[src/rtl/pu_buf_pkg.sv]
// Shared constants and entry layout for the PU read buffer.
// Entries are stored as {last, data} so the transfer boundary travels with the word.
package pu_buf_pkg;

    localparam int BUF_DATA_WIDTH  = 64;
    localparam int BUF_ADDR_WIDTH  = 6;
    localparam int BUF_DEPTH       = 1 << BUF_ADDR_WIDTH;
    localparam int BUF_ENTRY_WIDTH = BUF_DATA_WIDTH + 1;

    typedef struct packed {
        logic                      last;
        logic [BUF_DATA_WIDTH-1:0] data;
    } buf_entry_t;

    function automatic int entry_width(input int data_width);
        return data_width + 1;
    endfunction

endpackage

[src/rtl/pu_read_buffer_server_if.sv]
// Fill-side and controller-side signals of the PU read buffer.
// The slave modport is the buffer itself; the master modport is its environment.
interface pu_read_buffer_server_if
    import pu_buf_pkg::*;
#(
    parameter int DATA_WIDTH = BUF_DATA_WIDTH,
    parameter int ADDR_WIDTH = BUF_ADDR_WIDTH
);
    logic                  flush;
    logic                  fill_valid;
    logic [DATA_WIDTH-1:0] fill_data;
    logic                  fill_last;
    logic                  fill_ready;
    logic                  buffer_read_req;
    logic                  buffer_read_data_valid;
    logic [DATA_WIDTH-1:0] buffer_read_data_out;
    logic                  buffer_read_last;
    logic                  buffer_read_empty;
    logic [ADDR_WIDTH:0]   occupancy;
    logic                  underflow_err;

    modport slave (
        input  flush, fill_valid, fill_data, fill_last, buffer_read_req,
        output fill_ready, buffer_read_data_valid, buffer_read_data_out,
               buffer_read_last, buffer_read_empty, occupancy, underflow_err
    );

    modport master (
        output flush, fill_valid, fill_data, fill_last, buffer_read_req,
        input  fill_ready, buffer_read_data_valid, buffer_read_data_out,
               buffer_read_last, buffer_read_empty, occupancy, underflow_err
    );
endinterface

[src/rtl/pu_buf_ram.sv]
// Simple dual-port RAM: one write port, one registered read port.
// Only the read register is reset; the array itself is left uninitialised.
module pu_buf_ram #(
    parameter int WIDTH      = 65,
    parameter int ADDR_WIDTH = 6
) (
    input  logic                  clk,
    input  logic                  reset,
    input  logic                  we,
    input  logic [ADDR_WIDTH-1:0] waddr,
    input  logic [WIDTH-1:0]      wdata,
    input  logic                  re,
    input  logic [ADDR_WIDTH-1:0] raddr,
    output logic [WIDTH-1:0]      rdata
);
    logic [WIDTH-1:0] mem [0:(1 << ADDR_WIDTH)-1];
    logic [WIDTH-1:0] rdata_reg;

    always_ff @(posedge clk) begin
        if (we)
            mem[waddr] <= wdata;
    end

    // Holds the last popped entry when no read is issued.
    always_ff @(posedge clk or posedge reset) begin
        if (reset)
            rdata_reg <= '0;
        else if (re)
            rdata_reg <= mem[raddr];
    end

    assign rdata = rdata_reg;
endmodule

[src/rtl/pu_read_buffer_server.sv]
// Buffer read responder for the PU controller: FIFO of {last, data} words with
// one-cycle pop latency, full/empty from registered state, sticky underflow flag.
module pu_read_buffer_server
    import pu_buf_pkg::*;
#(
    parameter int DATA_WIDTH = BUF_DATA_WIDTH,
    parameter int ADDR_WIDTH = BUF_ADDR_WIDTH
) (
    input logic                     clk,
    input logic                     reset,
    pu_read_buffer_server_if.slave  bus
);
    localparam logic [ADDR_WIDTH:0] FULL_COUNT = {1'b1, {ADDR_WIDTH{1'b0}}};
    localparam logic [ADDR_WIDTH:0] ONE_COUNT  = {{ADDR_WIDTH{1'b0}}, 1'b1};
    localparam logic [ADDR_WIDTH-1:0] PTR_ONE  = {{(ADDR_WIDTH-1){1'b0}}, 1'b1};

    logic [ADDR_WIDTH-1:0] wr_ptr_reg;
    logic [ADDR_WIDTH-1:0] rd_ptr_reg;
    logic [ADDR_WIDTH:0]   occ_reg;
    logic                  valid_reg;
    logic                  underflow_reg;

    logic                  fill_ready;
    logic                  empty;
    logic                  push;
    logic                  pop;
    logic [DATA_WIDTH:0]   rd_entry;

    assign fill_ready = (occ_reg != FULL_COUNT);
    assign empty      = (occ_reg == '0);

    // Flush overrides both sides in the same cycle.
    assign push = bus.fill_valid && fill_ready && !bus.flush;
    assign pop  = bus.buffer_read_req && !empty && !bus.flush;

    always_ff @(posedge clk or posedge reset) begin
        if (reset) begin
            wr_ptr_reg    <= '0;
            rd_ptr_reg    <= '0;
            occ_reg       <= '0;
            valid_reg     <= 1'b0;
            underflow_reg <= 1'b0;
        end else if (bus.flush) begin
            wr_ptr_reg    <= '0;
            rd_ptr_reg    <= '0;
            occ_reg       <= '0;
            valid_reg     <= 1'b0;
            underflow_reg <= 1'b0;
        end else begin
            valid_reg <= pop;
            if (bus.buffer_read_req && empty)
                underflow_reg <= 1'b1;
            if (push)
                wr_ptr_reg <= wr_ptr_reg + PTR_ONE;
            if (pop)
                rd_ptr_reg <= rd_ptr_reg + PTR_ONE;
            case ({push, pop})
                2'b10:   occ_reg <= occ_reg + ONE_COUNT;
                2'b01:   occ_reg <= occ_reg - ONE_COUNT;
                default: occ_reg <= occ_reg;
            endcase
        end
    end

    pu_buf_ram #(
        .WIDTH      (DATA_WIDTH + 1),
        .ADDR_WIDTH (ADDR_WIDTH)
    ) u_ram (
        .clk   (clk),
        .reset (reset),
        .we    (push),
        .waddr (wr_ptr_reg),
        .wdata ({bus.fill_last, bus.fill_data}),
        .re    (pop),
        .raddr (rd_ptr_reg),
        .rdata (rd_entry)
    );

    assign bus.fill_ready             = fill_ready;
    assign bus.buffer_read_empty      = empty;
    assign bus.occupancy              = occ_reg;
    assign bus.underflow_err          = underflow_reg;
    assign bus.buffer_read_data_valid = valid_reg;
    assign bus.buffer_read_data_out   = rd_entry[DATA_WIDTH-1:0];
    assign bus.buffer_read_last       = rd_entry[DATA_WIDTH];
endmodule

[src/flat_wrapper.sv]
// flat-port wrapper written by rule: the top's interface ports become plain ports
module pu_read_buffer_server_flat import pu_buf_pkg::*;
#(
    parameter int DATA_WIDTH = BUF_DATA_WIDTH,
    parameter int ADDR_WIDTH = BUF_ADDR_WIDTH
)
  (clk, reset, bus_flush, bus_fill_valid, bus_fill_data, bus_fill_last, bus_buffer_read_req, bus_fill_ready, bus_buffer_read_data_valid, bus_buffer_read_data_out, bus_buffer_read_last, bus_buffer_read_empty, bus_occupancy, bus_underflow_err);
  pu_read_buffer_server_if #(.DATA_WIDTH(DATA_WIDTH), .ADDR_WIDTH(ADDR_WIDTH)) bus_i ();
  input logic clk;
  input logic reset;
  input wire logic [$bits(bus_i.flush)-1:0] bus_flush;
  input wire logic [$bits(bus_i.fill_valid)-1:0] bus_fill_valid;
  input wire logic [$bits(bus_i.fill_data)-1:0] bus_fill_data;
  input wire logic [$bits(bus_i.fill_last)-1:0] bus_fill_last;
  input wire logic [$bits(bus_i.buffer_read_req)-1:0] bus_buffer_read_req;
  output wire logic [$bits(bus_i.fill_ready)-1:0] bus_fill_ready;
  output wire logic [$bits(bus_i.buffer_read_data_valid)-1:0] bus_buffer_read_data_valid;
  output wire logic [$bits(bus_i.buffer_read_data_out)-1:0] bus_buffer_read_data_out;
  output wire logic [$bits(bus_i.buffer_read_last)-1:0] bus_buffer_read_last;
  output wire logic [$bits(bus_i.buffer_read_empty)-1:0] bus_buffer_read_empty;
  output wire logic [$bits(bus_i.occupancy)-1:0] bus_occupancy;
  output wire logic [$bits(bus_i.underflow_err)-1:0] bus_underflow_err;
  assign bus_i.flush = bus_flush;
  assign bus_i.fill_valid = bus_fill_valid;
  assign bus_i.fill_data = bus_fill_data;
  assign bus_i.fill_last = bus_fill_last;
  assign bus_i.buffer_read_req = bus_buffer_read_req;
  assign bus_fill_ready = bus_i.fill_ready;
  assign bus_buffer_read_data_valid = bus_i.buffer_read_data_valid;
  assign bus_buffer_read_data_out = bus_i.buffer_read_data_out;
  assign bus_buffer_read_last = bus_i.buffer_read_last;
  assign bus_buffer_read_empty = bus_i.buffer_read_empty;
  assign bus_occupancy = bus_i.occupancy;
  assign bus_underflow_err = bus_i.underflow_err;
  pu_read_buffer_server #(.DATA_WIDTH(DATA_WIDTH), .ADDR_WIDTH(ADDR_WIDTH)) u_core (.clk(clk), .reset(reset), .bus(bus_i));
endmodule
[config.mk]
export PLATFORM = sky130hd
export DESIGN_NAME = pu_read_buffer_server_flat
export DESIGN_NICKNAME = d
export VERILOG_FILES = /design/src/rtl/pu_buf_pkg.sv /design/src/rtl/pu_read_buffer_server_if.sv /design/src/rtl/pu_buf_ram.sv /design/src/rtl/pu_read_buffer_server.sv /design/src/flat_wrapper.sv
export SDC_FILE = /design/constraint.sdc
export NUM_CORES = 2
export LEC_CHECK = 0
export CORE_ASPECT_RATIO = 0.9
export CORE_UTILIZATION = 30
export DETAILED_ROUTE_END_ITERATION = 10
export GPL_TIMING_DRIVEN = 0
export HOLD_SLACK_MARGIN = 0.03
export REMOVE_ABC_BUFFERS = 1
export SKIP_CTS_REPAIR_TIMING = 1
export SYNTH_ARGS = -nofsm -noshare
export SYNTH_HDL_FRONTEND = slang
export SYNTH_MEMORY_MAX_BITS = 65536
export SYNTH_SLANG_ARGS = --single-unit
[constraint.sdc]
create_clock -name clk -period 5.23 [get_ports clk]
set_clock_uncertainty 0.2 [all_clocks]
set_input_delay 0.523 -clock clk [delete_from_list [all_inputs] [get_ports clk]]
set_output_delay 0.523 -clock clk [all_outputs]
set_load 0.01 [all_outputs]
==> key figures <==
Outcome
  – Status: complete, but fails checks
  – Violated checks: DRC, capacitance limit

Routing
  – DR vias/cell: 5.24
  – Routed length per instance: about 30 um
  – Met3 WL: between 40,000 and 50,000 um
  – Wl on met1: approximately 180,000 um
  – Detail Route Antenna Nets: 0
  – First DRT Iteration DRCs: ~11,000
  – DR vias: 79,632
  – Pre-Repair DR Iteration Count: 8
  – Routed WL: roughly 450,000 um
  – DR WL met2: 210,000 um
  – Residual DRC count: 78
  – Top layer in use: met5

Worst setup path
  – Setup crit start: u_core.rd_ptr_reg[5]
  – WP data arrival: 5.50 ns
  – Reg2reg start: u_core.rd_ptr_reg[5]
  – CP cell instances: clkinv_1 > nand2_2 > buf_12 > nor2_1 > o311ai_0 > nand3_1
  – Buf+Inv Stages, Crit Path: 2
  – Kind of critical path: reg2reg
  – Worst Setup End Kind: register
  – CP Max Fanout: 12
  – CP startpoint kind: register
  – CP max stage cell: clkinv_1
  – WP data required: roughly 6 ns
  – Slowest cell delay on critical path: ~1.1 ns
  – CP delay by family, top: buffers and inverters

Die
  – Die Y: around 700 um
  – I/O pins: between 100 and 150
  – # rows: 255
  – Die width: slightly below 800 um
  – Core footprint: 537,000 um^2
  – Die area: approximately 540,000 um^2
  – Initial core utilization: a little under a third

Pwr
  – Sw Share: a little under a quarter
  – Comb power frac: 15.5%
  – P per Cell Area: ~410 nW/um^2
  – Leak: between 0.05 and 0.06 uW
  – Clock share of power: between 30% and 40%
  – Power, Total: between 70,000 and 80,000 uW
  – Power share of the sequential group: between 40 and 50%
  – Peak VDD IR: roughly 0.00027 V
  – Cell internal pwr: roughly 60,000 uW
  – Sw power: 19,000 uW

STA
  – Slew headroom: approximately 1.5%
  – Final Slew Violations: 0
  – Min Clock Period, post-route: 4.87 ns
  – RSZ-0062 raised after global routing: false
  – Slew of the pin with the lowest slew margin: between 1 and 1.5 ns
  – Final Cycle Share: slightly above 90%
  – WHS: 0.0442 ns
  – Max Freq: between 200 and 250 MHz
  – Final Hold Fails: 0
  – Final setup violating endpoints: 0

Synthesis
  – Mapped Area: 162,000 um^2
  – Share of the yosys chip area belonging to registers: 78.5%
  – Post-synth top flop: edfxtp_1
  – Avg Cell Area, Syn: 22.7 um^2
  – FF+latch count, synth: about 4,200
  – EDFF count, synth: 4,160
  – Post-synth cell types: between 60 and 70
  – Post-synth ARST share: under 10%
  – Post-Synthesis Cells: 7,140
  – Yosys warning count: 0

Final layout
  – # nets final: 7,741
  – Final instance area: between 150,000 and 200,000 um^2
  – Layout cells sized above 1: 27.5%
  – Number of flip-flops in the largest register: between 4,000 and 5,000
  – Layout area overhead: 18.6%

Clock tree
  – CTS sink cnt: 4,246
  – Num CTS Buffers: approximately 410
  – # H-tree levels: 5
  – CTS tree: yes
  – Clock buffer depth: 4
  – Clock slew at reported path FFs: around 0.070 ns
  – Clk_lat worst skew: a little under 1 ns
  – Root Buffer: clkbuf_16

Global route
  – Vias in the first global route: between 70,000 and 80,000
  – Global route overflow: 0
  – First-pass GRT wire length: around 620,000 um
  – Initial antenna violation count: 47
  – Pin count of the biggest net entering global routing: between 60 and 70
  – GR Util All Layers: between 10% and 20%

Hold path
  – Hold Path Class: in2reg
  – Startpoint of the worst hold path: bus_fill_data[43]

Job
  – Max-Cap Viols: 1

Place
  – Gpl congestion: about 0.70
  – Placed cell area: ~180,000 um^2
  – Port Buffers: 145
  – Post-DP HPWL: approximately 290,000 um
-- final cells by class --
class,count,area (um^2)
clock inverter,197,2000
clock buffer,543,11100
sequential,4246,127000
tap,7196,9000
inverter,7,46.3
fill,48477,345000
timing repair buffer,519,9310
antenna,9,22.5
multi-input combinational,2483,33300
-- metal layers --
layer / track usage (%) / up-vias
li1: - / 31444
met1: 22.3 / 43060
met2: 25.6 / 4245
met3: 3.03 / 875
met4: 4.70 / 8
met5: 0 / -
-- placed cells by master (no fill, tap or decap), drive strengths merged, types with 94 or more instances in the layout --
cell,count
mux2,113
a22oi,94
clkinv,146
clkbuf,543
mux4,971
nor2,215
o21ai,106
edfxtp,4160
buf,434
mux2i,311
nand2,126
-- Yosys cell counts (all sizes together) (2+ instances only) --
library cell	n	share of area (%)
a21oi	65	0.20
nand3b	6	0.028
a211o	23	0.12
a32oi	22	0.12
a221o	9	0.056
nand4	3	0.012
ha	7	0.054
mux4	971	14
o31ai	10	0.055
nor3b	3	0.014
mux2i	311	1.9
nor2b	9	0.035
o221ai	28	0.15
a22oi	94	0.44
o22a	22	0.12
nand2b	5	0.019
and2	33	0.13
nand2	126	0.29
a21o	2	0.0093
buf	239	0.88
nor2	215	0.50
nor3	16	0.049
xor2	6	0.032
a221oi	31	0.17
o2111ai	22	0.12
o311ai	20	0.11
a31oi	21	0.081
o32ai	13	0.070
o21ai	106	0.33
clkbuf	165	0.38
nand3	52	0.16
inv	6	0.014
a2111oi	9	0.049
or3b	4	0.022
or3	4	0.015
dfrtp	86	1.3
o22ai	79	0.31
o211ai	3	0.014
mux2	113	0.79
xnor2	9	0.049
edfxtp	4160	77
-- per-stage QoR --
| stage | setup slack (ns) | utilization [%] | TNS, ns | std cells |
|---|---|---|---|---|
| final | 0.359 | 35.8 | 0 | 15200 |
| after global routing | 0.266 | 35.8 | 0 | 15193 |
| after CTS | 0.510 | 35.7 | 0 | 15186 |
| after detailed placement | 0.113 | 33.3 | 0 | 14446 |
| after global placement | -103.31 | 31.7 | - | 14077 |
| after floorplan | -40.36 | - | -2691.36 | 6736 |
-- kinds of logic (layout without fill, tap and decap cells) --
group | Yosys count | after routing | share of synthesized area [%]
DFF | 4246 | 4246 | 78.5
adders and majority gates | 8 | 8 | 0.0665
and+or+nand+nor | 481 | 481 | 1.30
AOI/OAI and AO/OA | 584 | 584 | 2.54
xor gates and xnor gates | 15 | 15 | 0.0812
muxes | 1395 | 1395 | 16.2
other | 0 | 9 | 0
buffers and inverters | 411 | 1266 | 1.28
-- final timing paths --
path | slack (ns) | depth (start not counted) | endpoint
worst min-delay path | 0.04 | 1 | u_core.u_ram.mem[36][43]
max in group asynchronous | 3.61 | 4 | u_core.u_ram.rdata[15]
worst max-delay path | 0.36 | 6 | u_core.u_ram.rdata[13]
min in group asynchronous | 0.25 | 3 | u_core.bus.occupancy[3]
worst min register to register | 0.29 | 2 | u_core.u_ram.rdata[2]
worst max register to register | 0.36 | 6 | u_core.u_ram.rdata[13]
-- power by group through the flow --
stage / combinational, uW / sequential [uW] / clock (uW)
after floorplan: 6930 / 39200 / 0
after global placement: 8620 / 39200 / 0
after detailed placement: 12600 / 38700 / 0
after CTS: 12600 / 38000 / 29600
after global routing: 13300 / 38100 / 30900
final: 12300 / 38000 / 29200
-- worst register-to-register path: cells and delay by family (launching register included) --
kind                   cells  cell delay (ns)
buffers and inverters      2             1.39
DFF                        1             1.10
and+or+nand+nor            3             1.10
AOI/OAI and AO/OA          1             0.92
Power figures use the tool's default switching activity.
